[src/rtl/c64_audio_pkg.sv]
// Shared audio types and helpers for the C64 core's audio output path.
package c64_audio_pkg;

  localparam int AUDIO_DW_DEFAULT = 16;

  typedef struct packed {
    logic [AUDIO_DW_DEFAULT-1:0] l;
    logic [AUDIO_DW_DEFAULT-1:0] r;
  } stereo_t;

  // One I2S frame is 2*dw BCK periods of 2*clk_div clk32 cycles each.
  function automatic int frame_clks(input int clk_div, input int dw);
    return 4 * clk_div * dw;
  endfunction

endpackage

[src/rtl/c64_i2s_clkgen.sv]
// I2S bit-clock divider: BCK toggles every CLK_DIV clk32 cycles, with
// one-cycle strobes marking the clk32 edge on which BCK rises or falls.
module c64_i2s_clkgen
  import c64_audio_pkg::*;
#(
  parameter int CLK_DIV = 4
) (
  input  logic clk32,
  input  logic reset,
  input  logic enable,
  output logic bck,
  output logic bck_rise,
  output logic bck_fall
);

  localparam int CW = (CLK_DIV > 1) ? $clog2(CLK_DIV) : 1;
  localparam logic [CW-1:0] TERM = CW'(CLK_DIV - 1);

  logic [CW-1:0] div_reg;
  logic          bck_reg;
  logic          terminal;

  // Strobes are combinational so consumers update on the same edge as BCK.
  assign terminal = enable && (div_reg == TERM);
  assign bck_rise = terminal && !bck_reg;
  assign bck_fall = terminal && bck_reg;
  assign bck      = bck_reg;

  always_ff @(posedge clk32 or posedge reset) begin
    if (reset) begin
      div_reg <= '0;
      bck_reg <= 1'b0;
    end else if (!enable) begin
      div_reg <= '0;
      bck_reg <= 1'b0;
    end else if (terminal) begin
      div_reg <= '0;
      bck_reg <= ~bck_reg;
    end else begin
      div_reg <= div_reg + CW'(1);
    end
  end

endmodule

[src/rtl/c64_i2s_tx.sv]
// I2S transmitter: one-pair holding buffer feeding a frame register that is
// shifted out MSB first with the standard one-BCK data delay after LRCK.
module c64_i2s_tx
  import c64_audio_pkg::*;
#(
  parameter int CLK_DIV  = 4,
  parameter int AUDIO_DW = AUDIO_DW_DEFAULT
) (
  input  logic                clk32,
  input  logic                reset,
  input  logic                enable,
  input  logic [AUDIO_DW-1:0] left,
  input  logic [AUDIO_DW-1:0] right,
  input  logic                sample_valid,
  output logic                sample_ready,
  output logic                underrun,
  output logic                i2s_bck,
  output logic                i2s_lrck,
  output logic                i2s_data
);

  localparam int SLOTS = 2 * AUDIO_DW;
  localparam int SW = $clog2(SLOTS);
  localparam logic [SW-1:0] LAST_SLOT = SW'(SLOTS - 1);

  logic                bck_fall;
  logic                bck_rise_unused;
  logic [SW-1:0]       slot_reg;
  logic [SW-1:0]       slot_next;
  logic [SW-1:0]       bit_idx;
  logic [AUDIO_DW-1:0] hold_l_reg;
  logic [AUDIO_DW-1:0] hold_r_reg;
  logic [AUDIO_DW-1:0] frame_l_reg;
  logic [AUDIO_DW-1:0] frame_r_reg;
  logic [SLOTS-1:0]    frame_word;
  logic                hold_full_reg;
  logic                lrck_reg;
  logic                data_reg;
  logic                underrun_reg;
  logic                load;
  logic                accept;
  logic                lrck_next;
  logic                data_next;

  c64_i2s_clkgen #(
    .CLK_DIV(CLK_DIV)
  ) u_clkgen (
    .clk32    (clk32),
    .reset    (reset),
    .enable   (enable),
    .bck      (i2s_bck),
    .bck_rise (bck_rise_unused),
    .bck_fall (bck_fall)
  );

  // Slot n>=1 carries frame_word[SLOTS-n]; slot 0 repeats the old R LSB,
  // taken before this edge's load replaces the frame register.
  always_comb begin
    slot_next  = (slot_reg == LAST_SLOT) ? '0 : slot_reg + SW'(1);
    load       = bck_fall && (slot_reg == LAST_SLOT);
    accept     = sample_valid && !hold_full_reg;
    frame_word = {frame_l_reg, frame_r_reg};
    bit_idx    = SW'(SLOTS - int'(slot_next));
    lrck_next  = (slot_next >= SW'(AUDIO_DW));
    data_next  = (slot_next == '0) ? frame_r_reg[0] : frame_word[bit_idx];
  end

  always_ff @(posedge clk32 or posedge reset) begin
    if (reset) begin
      slot_reg     <= LAST_SLOT;
      lrck_reg     <= 1'b1;
      data_reg     <= 1'b0;
      underrun_reg <= 1'b0;
    end else if (!enable) begin
      slot_reg     <= LAST_SLOT;
      lrck_reg     <= 1'b1;
      data_reg     <= 1'b0;
      underrun_reg <= 1'b0;
    end else begin
      underrun_reg <= load && !hold_full_reg;
      if (bck_fall) begin
        slot_reg <= slot_next;
        lrck_reg <= lrck_next;
        data_reg <= data_next;
      end
    end
  end

  // A pair accepted on a load edge is never bypassed into the frame.
  always_ff @(posedge clk32 or posedge reset) begin
    if (reset) begin
      hold_full_reg <= 1'b0;
      hold_l_reg    <= '0;
      hold_r_reg    <= '0;
      frame_l_reg   <= '0;
      frame_r_reg   <= '0;
    end else begin
      if (accept) begin
        hold_full_reg <= 1'b1;
        hold_l_reg    <= left;
        hold_r_reg    <= right;
      end else if (load && hold_full_reg) begin
        hold_full_reg <= 1'b0;
      end
      if (load && hold_full_reg) begin
        frame_l_reg <= hold_l_reg;
        frame_r_reg <= hold_r_reg;
      end
    end
  end

  assign sample_ready = !hold_full_reg;
  assign underrun     = underrun_reg;
  assign i2s_lrck     = lrck_reg;
  assign i2s_data     = data_reg;

endmodule
[config.mk]
export PLATFORM = sky130hd
export DESIGN_NAME = c64_i2s_tx
export DESIGN_NICKNAME = d
export VERILOG_FILES = /design/src/rtl/c64_audio_pkg.sv /design/src/rtl/c64_i2s_clkgen.sv /design/src/rtl/c64_i2s_tx.sv
export SDC_FILE = /design/constraint.sdc
export NUM_CORES = 1
export LEC_CHECK = 0
export ABC_AREA = 0
export CAP_MARGIN = 20
export CORE_UTILIZATION = 55
export DETAILED_ROUTE_END_ITERATION = 10
export MAX_ROUTING_LAYER = met4
export PLACE_DENSITY = 0.88
export SKIP_CTS_REPAIR_TIMING = 1
export SLEW_MARGIN = 40
export SYNTH_ARGS = -nofsm -noshare
export SYNTH_HDL_FRONTEND = slang
export SYNTH_SLANG_ARGS = --single-unit
[constraint.sdc]
create_clock -name clk32 -period 6.1 [get_ports clk32]
set_input_delay 0.915 -clock clk32 [delete_from_list [all_inputs] [get_ports clk32]]
set_output_delay 0.915 -clock clk32 [all_outputs]
set_load 0.02 [all_outputs]
== Word level (Yosys, flattened, before mapping) ==
Index checks and enable logic that the tools add are counted.

* Register bits after elaboration: 76
* Bits of input ports: 36
* Output and inout port bits: 5
* Word-level logic and storage cells: 47

* $add $sub $neg: 3
* Order comparisons: 2
* Equal/unequal tests: 4
* Muxes and demuxes: 17
* Bitwise logic cells: 1
* Reductions and logical operators: 9

{| class="wikitable"
|+ Operator list
! operator !! number
|-
| $mux 5 || 3
|-
| $mux 1 || 11
|-
| $logic_and 1x1->1 || 6
|-
| $lt 5x6->1 const B || 1
|-
| $add 5x1->5 const B || 1
|-
| $bmux 1 s5 || 1
|-
| $eq 5x5->1 const B || 1
|-
| $ge 5x5->1 const B || 1
|-
| $logic_not 5->1 || 1
|-
| $sub 1x5->5 const A || 1
|-
| $mux 2 || 2
|-
| $ne 2x1->1 const B || 2
|-
| $add 2x1->2 const B || 1
|-
| $eq 2x2->1 const B || 1
|-
| $reduce_bool 2->1 || 1
|-
| $logic_not 1->1 || 1
|-
| $not 1->1 || 1
|}

== Longest topological paths before layout ==
Gate-level depths: netlist of run 1.

* Word-level depth: 8
* Mapped depth: 10
* Depth with buffers taken out: 10

== By module ==
From an unflattened synthesis of run 1, not the netlist that was laid out.

* Cell total of the unflattened synthesis: 258
* Area total of the unflattened synthesis: 3415.8 µm²

{| class="wikitable"
|+ By module, submodules not included
! module !! instances !! cells each !! area an instance (µm²) !! seq. area each (µm²)
|-
| c64_i2s_tx || 1 || 246 || 3276.9 || 1808.0
|-
| c64_i2s_clkgen || 1 || 12 || 138.9 || 75.1
|}

== Worst setup path after synthesis of run 1 ==
No wires, ideal clock.

* Path type: register to register
* From: reg slot_reg[0]
* To: reg data_reg, in the netlist i2s_data
* Setup time: 80 ps
* Arrival: 2561 ps
* Required time: 6020 ps
* Slack: 3459 ps
* Cell stages (with the launch flop): 11
* Buffers on the path: 1
* Clock period less this slack: 2641 ps
* Cell sequence: dfstp_2 > ha_1 > and3_1 > ha_1 > mux2i_2 > buf_6 > nand3_1 > nand2_1 > nor4_1 > or4b_1 > o211ai_2

* Cells in the longest elaborated chain, start to end: 8
* Elaborated cells between the ends (all ways): 10
* Those cells by class: 2 x add/sub; 1 x eq/ne; 6 x mux; 1 x reduce/logical

{| class="wikitable"
|+ RTL lines
! item !! RTL line !! text
|-
| start: declaration || c64_i2s_tx.sv:28 || <nowiki>logic [SW-1:0] slot_reg;</nowiki>
|-
| start signal: assignment || c64_i2s_tx.sv:82 || <nowiki>slot_reg <= slot_next;</nowiki>
|-
| $add 5x1->5 / $eq 5x5->1 (equally long branches) || c64_i2s_tx.sv:59 || <nowiki>slot_next = (slot_reg == LAST_SLOT) ? '0 : slot_reg + SW'(1);</nowiki>
|-
| $mux 5 * || c64_i2s_tx.sv:59 ||
|-
| $sub 1x5->5 || c64_i2s_tx.sv:63 || <nowiki>bit_idx = SW'(SLOTS - int'(slot_next));</nowiki>
|-
| $bmux 1 s5 || c64_i2s_tx.sv:65 || <nowiki>data_next = (slot_next == '0) ? frame_r_reg[0] : frame_word[bit_idx];</nowiki>
|-
| $mux 1 (implied by the code) || c64_i2s_tx.sv:65 ||
|-
| $mux 1 * || c64_i2s_tx.sv:65 ||
|-
| $mux 1 * || c64_i2s_tx.sv:81 || <nowiki>if (bck_fall) begin</nowiki>
|-
| $mux 1 * || c64_i2s_tx.sv:74 || <nowiki>end else if (!enable) begin</nowiki>
|-
| end signal: assignment || c64_i2s_tx.sv:84 || <nowiki>data_reg <= data_next;</nowiki>
|-
| end: declaration || c64_i2s_tx.sv:38 || <nowiki>logic data_reg;</nowiki>
|}

Mark *: on every way between the ends. The rest lies on a longest branch, timed or not. The select of a mux whose other input is x is not followed.
A chain may end at the register's enable or synchronous reset.

== Final worst setup path of run 1 ==
Ends and elaborated chain as after synthesis.

==> out/summary.txt, run 1 <==
Outcome = completed
Worst slack, placed = 2.918 ns
Seq/Total Area, Yosys = 0.5664
FF+latch count, synth = 75
Die ar. = 6359 sq um
Die height = 79.75 microns
Synth area leaders = dfrtp_1, mux2_2, dfstp_2
GRT Total Usage = 0.2169
Post-DR vias/cell = 5.641
Setup violators final = 0
HPWL Detailed = 3912 microns
Synth cell types = 42
Reg2reg setup slack = 2.91 ns
Overall power = 1.070 mW
Ys async rst share = 1.000
Final nets = 327
Fillers = 407
Inst Count DP = 347
EDFF count, synth = 0
Via count = 2042
Pre-Repair DR Iteration Count = 4
Core area = 5675 sq um
RR Endpoint = i2s_data
CTS tree = built
Top cell type's share of synthesized area = 0.5269
Worst path buffer plus inverter count = 0
Largest net degree at the start of global routing = 76
Global placement routability congestion = 0.8002
Final WS setup = 2.913 ns
Worst path cell trace = ha_1 -> and3_1 -> ha_1 -> mux2i_4 -> mux2i_1 -> nand4_1 -> nand2_1 -> or4b_1 -> o211ai_2
Antenna violations before repair = 0
Non-Filler Instances = 362
H-tree levels = 3
Row cnt = 27
Fmax = 313.8 MHz
Worst r2r src = slot_reg[0]
Area of the multi-input gates = 1353 sq um
RSZ-0062 raised after global routing = false
Die W = 79.75 microns
Layout Skew = 0.007821 ns
Class of the worst hold path = flip-flop to flip-flop
Post-Syn Area = 3324 sq um
Clock Tree Buf Depth = 2
Detailed Route WL = 5794 microns
Remaining antenna violation count after routing = 0
Cell accounting for the most synthesized area = dfrtp_1
Starting density of the core = 0.5858
LEAKAGE = 1.783 nW
Number of remaining DRC errors = 0
Crit path kind = flip-flop to flip-flop
Crit Path Max Fanout = 15
Synth Warn # = 0
Remaining Overflow, GRT = 0
# diodes = 0
Worst-path clk slew = 0.07 ns
Iter 0 DRT Violations = 98
Net Count, Synth = 287
Hold depth = 1
CP max stage cell = dfstp_2
Area grow syn2layout = 19.04%
Slew Viols, Final = 0
CP most frequent cell = ha_1
IO buf count = 40
Crit path DAT = 3.47 ns
Worst-Skew Late Latency = 0.35 ns
Final hold vios = 0
IO Pins = 41
First-pass GRT wire length = 9977 microns
Register area = 1883 sq um
Synth Instances = 246
Commonest non-fill, non-tap cell in the layout = dfrtp_1
Maximum Capacitance Violations = 0
Hold Crit Start = u_clkgen.div_reg[0]
Tcrit/Tclk final = 0.5225
Layout cell share with drive strength beyond 1 = 0.3172
WP data required = 6.38 ns
Crit-path leading delay family = simple AND/OR/NAND/NOR gates
Worst VDD drop = 0.1707 mV
Most frequent cells in the layout = dfrtp_1, mux2_2, clkdlybuf4s50_1
Startpoint types = flip-flop
Crit-path max cell delay = 0.60 ns
CTS buffer count = 9
Root buf cell = clkbuf_8
Drt wl/cell = 16.01 microns
Synthesized area per cell = 13.51 sq um
Normalized max-slew margin = 0.5638
Finished Core Util = 0.6973
Power Density = 270.3 nW/um^2
Clock tree sinks = 75
WHS Endpoint = u_clkgen.div_reg[0]
Crit. End Element = flip-flop
Main synth FF type = dfrtp_1
FF-to-FF path depth = 9
Final min period = 3.187 ns
Vias in the first global route = 2164
Setup_tns = 0 ns
Worst-margin pin slew = 0.6543 ns
[power by group]
group / total (mW) / switching [mW] / internal (mW)
logic: 0.105 / 0.0351 / 0.0700
registers: 0.587 / 0.0315 / 0.556
clock network: 0.377 / 0.169 / 0.209
total: 1.07 / 0.235 / 0.835
[cell usage after synthesis (2+ instances only)]
cell and instances:
ha_1 5, nor2_1 5, a21oi_1 6, mux2_2 64, buf_1 3, o21ai_0 3
and2_1 2, and3b_1 2, dfstp_2 5, dfrtp_1 70, buf_6 3, nand3_1 12
buf_2 5, nor3b_1 4, xnor2_1 3, nor3_1 6, and3_1 3, a31oi_1 2
nor4_1 2, o211ai_1 2, nand2_1 10, clkbuf_1 2, inv_1 3, mux2i_1 6
[metrics by stage]
stage / hold slack (ns) / instance area (sq um)
after floorplan: 0.4139 / 3324
after global placement: 0.4277 / 3749
after detailed placement: 0.4444 / 3761
after CTS: 0.4544 / 3955
after global routing: 0.4749 / 3958
final: 0.4420 / 3958
[per-layer routing]
metal	GRT usage	up-vias	share of wire	routed length [microns]
met4	0.1179	0	0.020	114
met5	-	-	0	0
met1	0.2605	1025	0.44	2552
li1	-	964	-	-
met2	0.3419	40	0.50	2915
met3	0.04800	13	0.036	211
[cell families (layout without fill, tap and decap cells)]
family | after synthesis | count (layout) | synth area share
flip-flops | 75 | 75 | 0.5664
multiplexers | 72 | 72 | 0.2469
AND/OR/NAND/NOR | 54 | 54 | 0.08921
AO/OA/AOI/OAI | 19 | 19 | 0.03726
buffers and inverters | 17 | 61 | 0.03086
adder cells (fa/ha/maj) | 5 | 5 | 0.01882
XOR/XNOR | 4 | 4 | 0.01054
[final cells by class]
cell class                      instances  share of cell area
Clock inverter                          2            0.008852
Clock buffer                           13             0.04015
Sequential cell                        75              0.4758
Tap cell                               72             0.02276
Multi-Input combinational cell        154              0.3418
Timing Repair Buffer                   43              0.1078
Inverter                                3            0.002845
[worst max-delay path by stage]
| stage | from | endpoint | cells after the start |
|---|---|---|---|
| after detailed placement | enable | frame_r_reg[15] | 5 |
| final | slot_reg[0] | i2s_data | 9 |
| after global placement | slot_reg[0] | i2s_data | 9 |
| after global routing | slot_reg[0] | i2s_data | 9 |
| after floorplan | reset | frame_l_reg[0] | 1 |
| after CTS | slot_reg[0] | i2s_data | 9 |
No activity file was read; power rests on OpenSTA's default activity.
==> run 2: changes to the inputs <==
--- a/config.mk
+++ b/config.mk
@@ -7,10 +7,10 @@
 export LEC_CHECK = 0
 export ABC_AREA = 0
 export CAP_MARGIN = 20
-export CORE_UTILIZATION = 55
+export CORE_UTILIZATION = 50
 export DETAILED_ROUTE_END_ITERATION = 10
 export MAX_ROUTING_LAYER = met4
-export PLACE_DENSITY = 0.88
+export PLACE_DENSITY = 0.85
 export SKIP_CTS_REPAIR_TIMING = 1
 export SLEW_MARGIN = 40
 export SYNTH_ARGS = -nofsm -noshare
==> constraint.sdc (replaced) <==
create_clock -name clk32 -period 2.8 [get_ports clk32]
set_input_delay 0.42 -clock clk32 [delete_from_list [all_inputs] [get_ports clk32]]
set_output_delay 0.42 -clock clk32 [all_outputs]
set_load 0.02 [all_outputs]
==> out/summary.txt, run 2 (synthesis results as in run 1) <==
Outcome = completed (unchanged)
Drt wl/cell = 16.05 microns (was 16.01 microns)
Crit-path max cell delay = 0.58 ns (was 0.60 ns)
Area grow syn2layout = 22.13% (was 19.04%)
Final hold vios = 0 (unchanged)
Fmax = 363.1 MHz (was 313.8 MHz)
Via count = 2111 (was 2042)
Vias in the first global route = 2161 (was 2164)
CTS tree = built (unchanged)
First-pass GRT wire length = 10320 microns (was 9977 microns)
Met2 wire length = 2921 microns (was 2915 microns)
Crit path DAT = 3.03 ns (was 3.47 ns)
Tcrit/Tclk final = 0.9835 (was 0.5225)
Starting density of the core = 0.5206 (was 0.5858)
Hold_ws = 0.4411 ns (was 0.4420 ns)
Core area = 6386 sq um (was 5675 sq um)
H-tree levels = 3 (unchanged)
DR top layer = met4 (unchanged)
Iter 0 DRT Violations = 125 (was 98)
Final min period = 2.754 ns (was 3.187 ns)
Detailed Route WL = 6019 microns (was 5794 microns)
Power Density = 595.8 nW/um^2 (was 270.3 nW/um^2)
Post-DR vias/cell = 5.629 (was 5.641)
Crit. End Element = flip-flop (unchanged)
Layout Skew = 0.006720 ns (was 0.007821 ns)
Startpoint types = flip-flop (unchanged)
Final nets = 334 (was 327)
Clock Tree Buf Depth = 2 (unchanged)
Final Cell Area = 4060 sq um (was 3958 sq um)
Placed inst area = 3805 sq um (was 3761 sq um)
Met3 wire len = 215 microns (was 211 microns)
IO buf count = 40 (unchanged)
Finished Core Util = 0.6358 (was 0.6973)
Slew Viols, Final = 0 (unchanged)
Worst-margin pin slew = 0.5967 ns (was 0.6543 ns)
Largest net degree at the start of global routing = 35 (was 76)
Most frequent cells in the layout = dfrtp_1, mux2_2, clkdlybuf4s50_1 (unchanged)
GRT Total Usage = 0.1940 (was 0.2169)
HPWL Detailed = 4177 microns (was 3912 microns)
Worst VDD drop = 0.3821 mV (was 0.1707 mV)
Maximum Capacitance Violations = 0 (unchanged)
Normalized max-slew margin = 0.6022 (was 0.5638)
Die ar. = 6979 sq um (was 6359 sq um)
CP max stage cell = dfstp_2 (unchanged)
Number of remaining DRC errors = 0 (unchanged)
Pre-Repair DR Iteration Count = 4 (unchanged)
Setup violators final = 0 (unchanged)
Antenna violations before repair = 0 (unchanged)
# diodes = 0 (unchanged)
Global placement routability congestion = 0.8858 (was 0.8002)
Remaining antenna violation count after routing = 0 (unchanged)
Die W = 83.54 microns (was 79.75 microns)
Row cnt = 29 (was 27)
Remaining Overflow, GRT = 0 (unchanged)
Worst-Skew Late Latency = 0.36 ns (was 0.35 ns)
Worst path cell trace = ha_1 -> and3_4 -> ha_1 -> or2b_1 -> and3b_1 -> ha_2 -> nand4_1 -> nand2_1 -> or4b_1 -> o211ai_2 (was ha_1 -> and3_1 -> ha_1 -> mux2i_4 -> mux2i_1 -> nand4_1 -> nand2_1 -> or4b_1 -> o211ai_2)
Commonest non-fill, non-tap cell in the layout = dfrtp_1 (unchanged)
LEAKAGE = 1.829 nW (was 1.783 nW)
WP data required = 3.08 ns (was 6.38 ns)
Fillers = 481 (was 407)
Crit Path Max Fanout = 6 (was 15)
Clock tree sinks = 75 (unchanged)
Crit path kind = flip-flop to flip-flop (unchanged)
Die height = 83.54 microns (was 79.75 microns)
CP most frequent cell = ha_1 (unchanged)
Class of the worst hold path = primary input to asynchronous set/reset pin (was flip-flop to flip-flop)
IO Pins = 41 (unchanged)
M1 WL = 2748 microns (was 2552 microns)
Worst-path clk slew = 0.08 ns (was 0.07 ns)
Layout cell share with drive strength beyond 1 = 0.3490 (was 0.3172)
Root buf cell = clkbuf_8 (unchanged)
CTS buffer count = 9 (unchanged)
==> run 2: changes by cell type in the layout (fill, tap and decap cells not counted), moves of 2 or more <==
cell,previous run,this run
clkbuf_8,11,9
ha_1,5,3
clkinv_4,0,2
buf_4,2,9
==> run 2: power by group <==
group          switching [mW]  leakage [nW]  internal [mW]
combinational          0.0782         0.754          0.156
clock                   0.402         0.106          0.503
sequential             0.0692         0.968           1.21
==> run 2: final timing paths <==
| check | startpoint | end | slack (ns) | cells after the start |
|---|---|---|---|---|
| max | slot_reg[0] | i2s_data | 0.05 | 10 |
| min | reset | hold_l_reg[2] | 0.44 | 2 |
| max reg2reg | slot_reg[0] | i2s_data | 0.05 | 10 |
| min reg2reg | u_clkgen.div_reg[0] | u_clkgen.div_reg[0] | 0.44 | 1 |
| max in group asynchronous | reset | slot_reg[4] | 1.65 | 3 |
| min in group clk32 | u_clkgen.div_reg[0] | u_clkgen.div_reg[0] | 0.44 | 1 |
==> run 2: final cells by class <==
class	count	area, sq um	share of cell area
flip-flops and latches	75	1883	0.4638
multi-input cells	154	1364	0.3359
repair buffers	50	488.0	0.1202
clock buffers	10	127.6	0.03143
well taps	77	96.34	0.02373
clock inverters	6	90.09	0.02219
inverters	3	11.26	0.002774
==> run 2: worst max-delay path: cells and delay by family, from the launching register on <==
family / cells / cell delay [ns]
and+or+nand+nor: 6 / 1.26
adders and majority gates: 3 / 0.67
DFF: 1 / 0.58
AOI/OAI and AO/OA: 1 / 0.16
==> run 2: metal layers <==
layer,GRT usage,vias to the layer above
li1,-,979
met1,0.2430,1064
met2,0.3070,52
met3,0.04451,16
met4,0.08012,0
met5,-,-
==> run 2: through the flow <==
stage / setup slack [ns] / TNS, ns / cells / power (mW)
CTS: 0.03517 / 0 / 373 / 2.436
detailed placement: 0.04042 / 0 / 357 / 1.537
floorplan: 0.1590 / 0 / 246 / 1.429
finish: 0.04622 / 0 / 375 / 2.419
global placement: 0.08492 / 0 / 357 / 1.519
global route: -0.04034 / -0.04034 / 375 / 2.526
==> run 3: changes to the inputs <==
--- a/config.mk
+++ b/config.mk
@@ -7,7 +7,9 @@
 export LEC_CHECK = 0
 export ABC_AREA = 0
 export CAP_MARGIN = 20
-export CORE_UTILIZATION = 50
+export CELL_PAD_IN_SITES_DETAIL_PLACEMENT = 1
+export CELL_PAD_IN_SITES_GLOBAL_PLACEMENT = 1
+export CORE_UTILIZATION = 41
 export DETAILED_ROUTE_END_ITERATION = 10
 export MAX_ROUTING_LAYER = met4
 export PLACE_DENSITY = 0.85
==> out/summary.txt, run 3 (synthesis results as in run 1) <==
Iter 0 DRT Violations = 115 (was 125)
Pre-Repair DR Iteration Count = 4 (unchanged)
Clock Tree Buf Depth = 2 (unchanged)
Tcrit/Tclk final = 0.9725 (was 0.9835)
Root buf cell = clkbuf_8 (unchanged)
Final WS setup = 0.07696 ns (was 0.04622 ns)
Hold_ws = 0.4436 ns (was 0.4411 ns)
H-tree levels = 3 (unchanged)
Slew Viols, Final = 0 (unchanged)
Die ar. = 8472 sq um (was 6979 sq um)
Die height = 92.05 microns (was 83.54 microns)
Worst VDD drop = 0.3704 mV (was 0.3821 mV)
CTS tree = built (unchanged)
Setup violators final = 0 (unchanged)
Final hold vios = 0 (unchanged)
Placed inst area = 3851 sq um (was 3805 sq um)
Maximum Capacitance Violations = 0 (unchanged)
IO buf count = 40 (unchanged)
Crit path kind = flip-flop to flip-flop (unchanged)
Starting density of the core = 0.4280 (was 0.5206)
Worst-margin pin slew = 0.6528 ns (was 0.5967 ns)
Startpoint types = flip-flop (unchanged)
Core area = 7767 sq um (was 6386 sq um)
WP data required = 3.07 ns (was 3.08 ns)
IO Pins = 41 (unchanged)
Fillers = 803 (was 481)
Most frequent cells in the layout = dfrtp_1, mux2_2, clkdlybuf4s50_1 (unchanged)
Layout cell share with drive strength beyond 1 = 0.3500 (was 0.3490)
Global placement routability congestion = 0.7868 (was 0.8858)
Non-Filler Instances = 402 (was 375)
Worst slack, placed = 0.06105 ns (was 0.04042 ns)
First-pass GRT wire length = 11480 microns (was 10320 microns)
Largest net degree at the start of global routing = 49 (was 35)
Overall power = 2.460 mW (was 2.419 mW)
Final Cell Area = 4114 sq um (was 4060 sq um)
Remaining antenna violation count after routing = 0 (unchanged)
Drt wl/cell = 16.94 microns (was 16.05 microns)
Via count = 2101 (was 2111)
Outcome = completed (unchanged)
Setup_tns = 0 ns (unchanged)
Fmax = 367.2 MHz (was 363.1 MHz)
Die W = 92.05 microns (was 83.54 microns)
Area of the multi-input gates = 1361 sq um (was 1364 sq um)
Class of the worst hold path = flip-flop to flip-flop (was primary input to asynchronous set/reset pin)
Worst-Skew Late Latency = 0.35 ns (was 0.36 ns)
Area grow syn2layout = 23.75% (was 22.13%)
Register area = 1883 sq um (unchanged)
Final nets = 336 (was 334)
Power Density = 597.9 nW/um^2 (was 595.8 nW/um^2)
HPWL Detailed = 4565 microns (was 4177 microns)
Layout Skew = 0.009284 ns (was 0.006720 ns)
Crit Path Max Fanout = 6 (unchanged)
Vias in the first global route = 2273 (was 2161)
Crit path DAT = 2.99 ns (was 3.03 ns)
Post-DR vias/cell = 5.226 (was 5.629)
Commonest non-fill, non-tap cell in the layout = dfrtp_1 (unchanged)
GRT Total Usage = 0.1828 (was 0.1940)
Finished Core Util = 0.5296 (was 0.6358)
Detailed Route WL = 6811 microns (was 6019 microns)
# diodes = 0 (unchanged)
Remaining Overflow, GRT = 0 (unchanged)
Row cnt = 32 (was 29)
Worst-path clk slew = 0.07 ns (was 0.08 ns)
CTS buffer count = 9 (unchanged)
LEAKAGE = 1.845 nW (was 1.829 nW)
Normalized max-slew margin = 0.5641 (was 0.6022)
Clock tree sinks = 75 (unchanged)
Antenna violations before repair = 0 (unchanged)
Number of remaining DRC errors = 0 (unchanged)
Final min period = 2.723 ns (was 2.754 ns)
Crit. End Element = flip-flop (unchanged)
Inst Count DP = 384 (was 357)
## run 3: cell types whose count changed in the layout (fill, tap and decap cells not counted), sizes merged
cell | before | now
buf | 10 | 12
clkbuf | 10 | 12
clkinv | 3 | 1
## run 3: where the power goes
part | switching, mW | internal [mW]
sequential | 0.0713 | 1.21
clock | 0.393 | 0.550
combinational | 0.0800 | 0.155
total | 0.544 | 1.92
## run 3: final timing paths
path	from	endpoint	slack [ns]	cells after the start
min	u_clkgen.div_reg[0]	u_clkgen.div_reg[0]	0.44	1
max in group asynchronous	reset	slot_reg[1]	1.58	3
max	slot_reg[0]	i2s_data	0.08	10
min in group asynchronous	reset	hold_r_reg[4]	0.49	2
max reg2reg	slot_reg[0]	i2s_data	0.08	10
min reg2reg	u_clkgen.div_reg[0]	u_clkgen.div_reg[0]	0.44	1
## run 3: worst max-delay path: stages, from the launching register on
cell	delay [ns]
dfstp_2	0.58
ha_1	0.19
and3_4	0.21
ha_1	0.18
or2b_1	0.16
and3b_1	0.17
ha_2	0.30
nand4_1	0.11
nand2_1	0.06
or4b_1	0.54
o211ai_2	0.15
## run 3: final cells by class
cell class                 count  area share
clock inverter                 4     0.01764
timing repair buffer          52      0.1223
multi-input combinational    154      0.3309
sequential                    75      0.4577
tap                          102     0.03102
inverter                       3    0.002737
clock buffer                  12     0.03771
## run 3: per-layer routing
metal	routed length (microns)	up-vias	GRT usage
li1	-	976	-
met1	3071	1080	0.2326
met2	3435	35	0.2898
met3	193	10	0.03731
met4	112	0	0.06771
met5	0	-	-
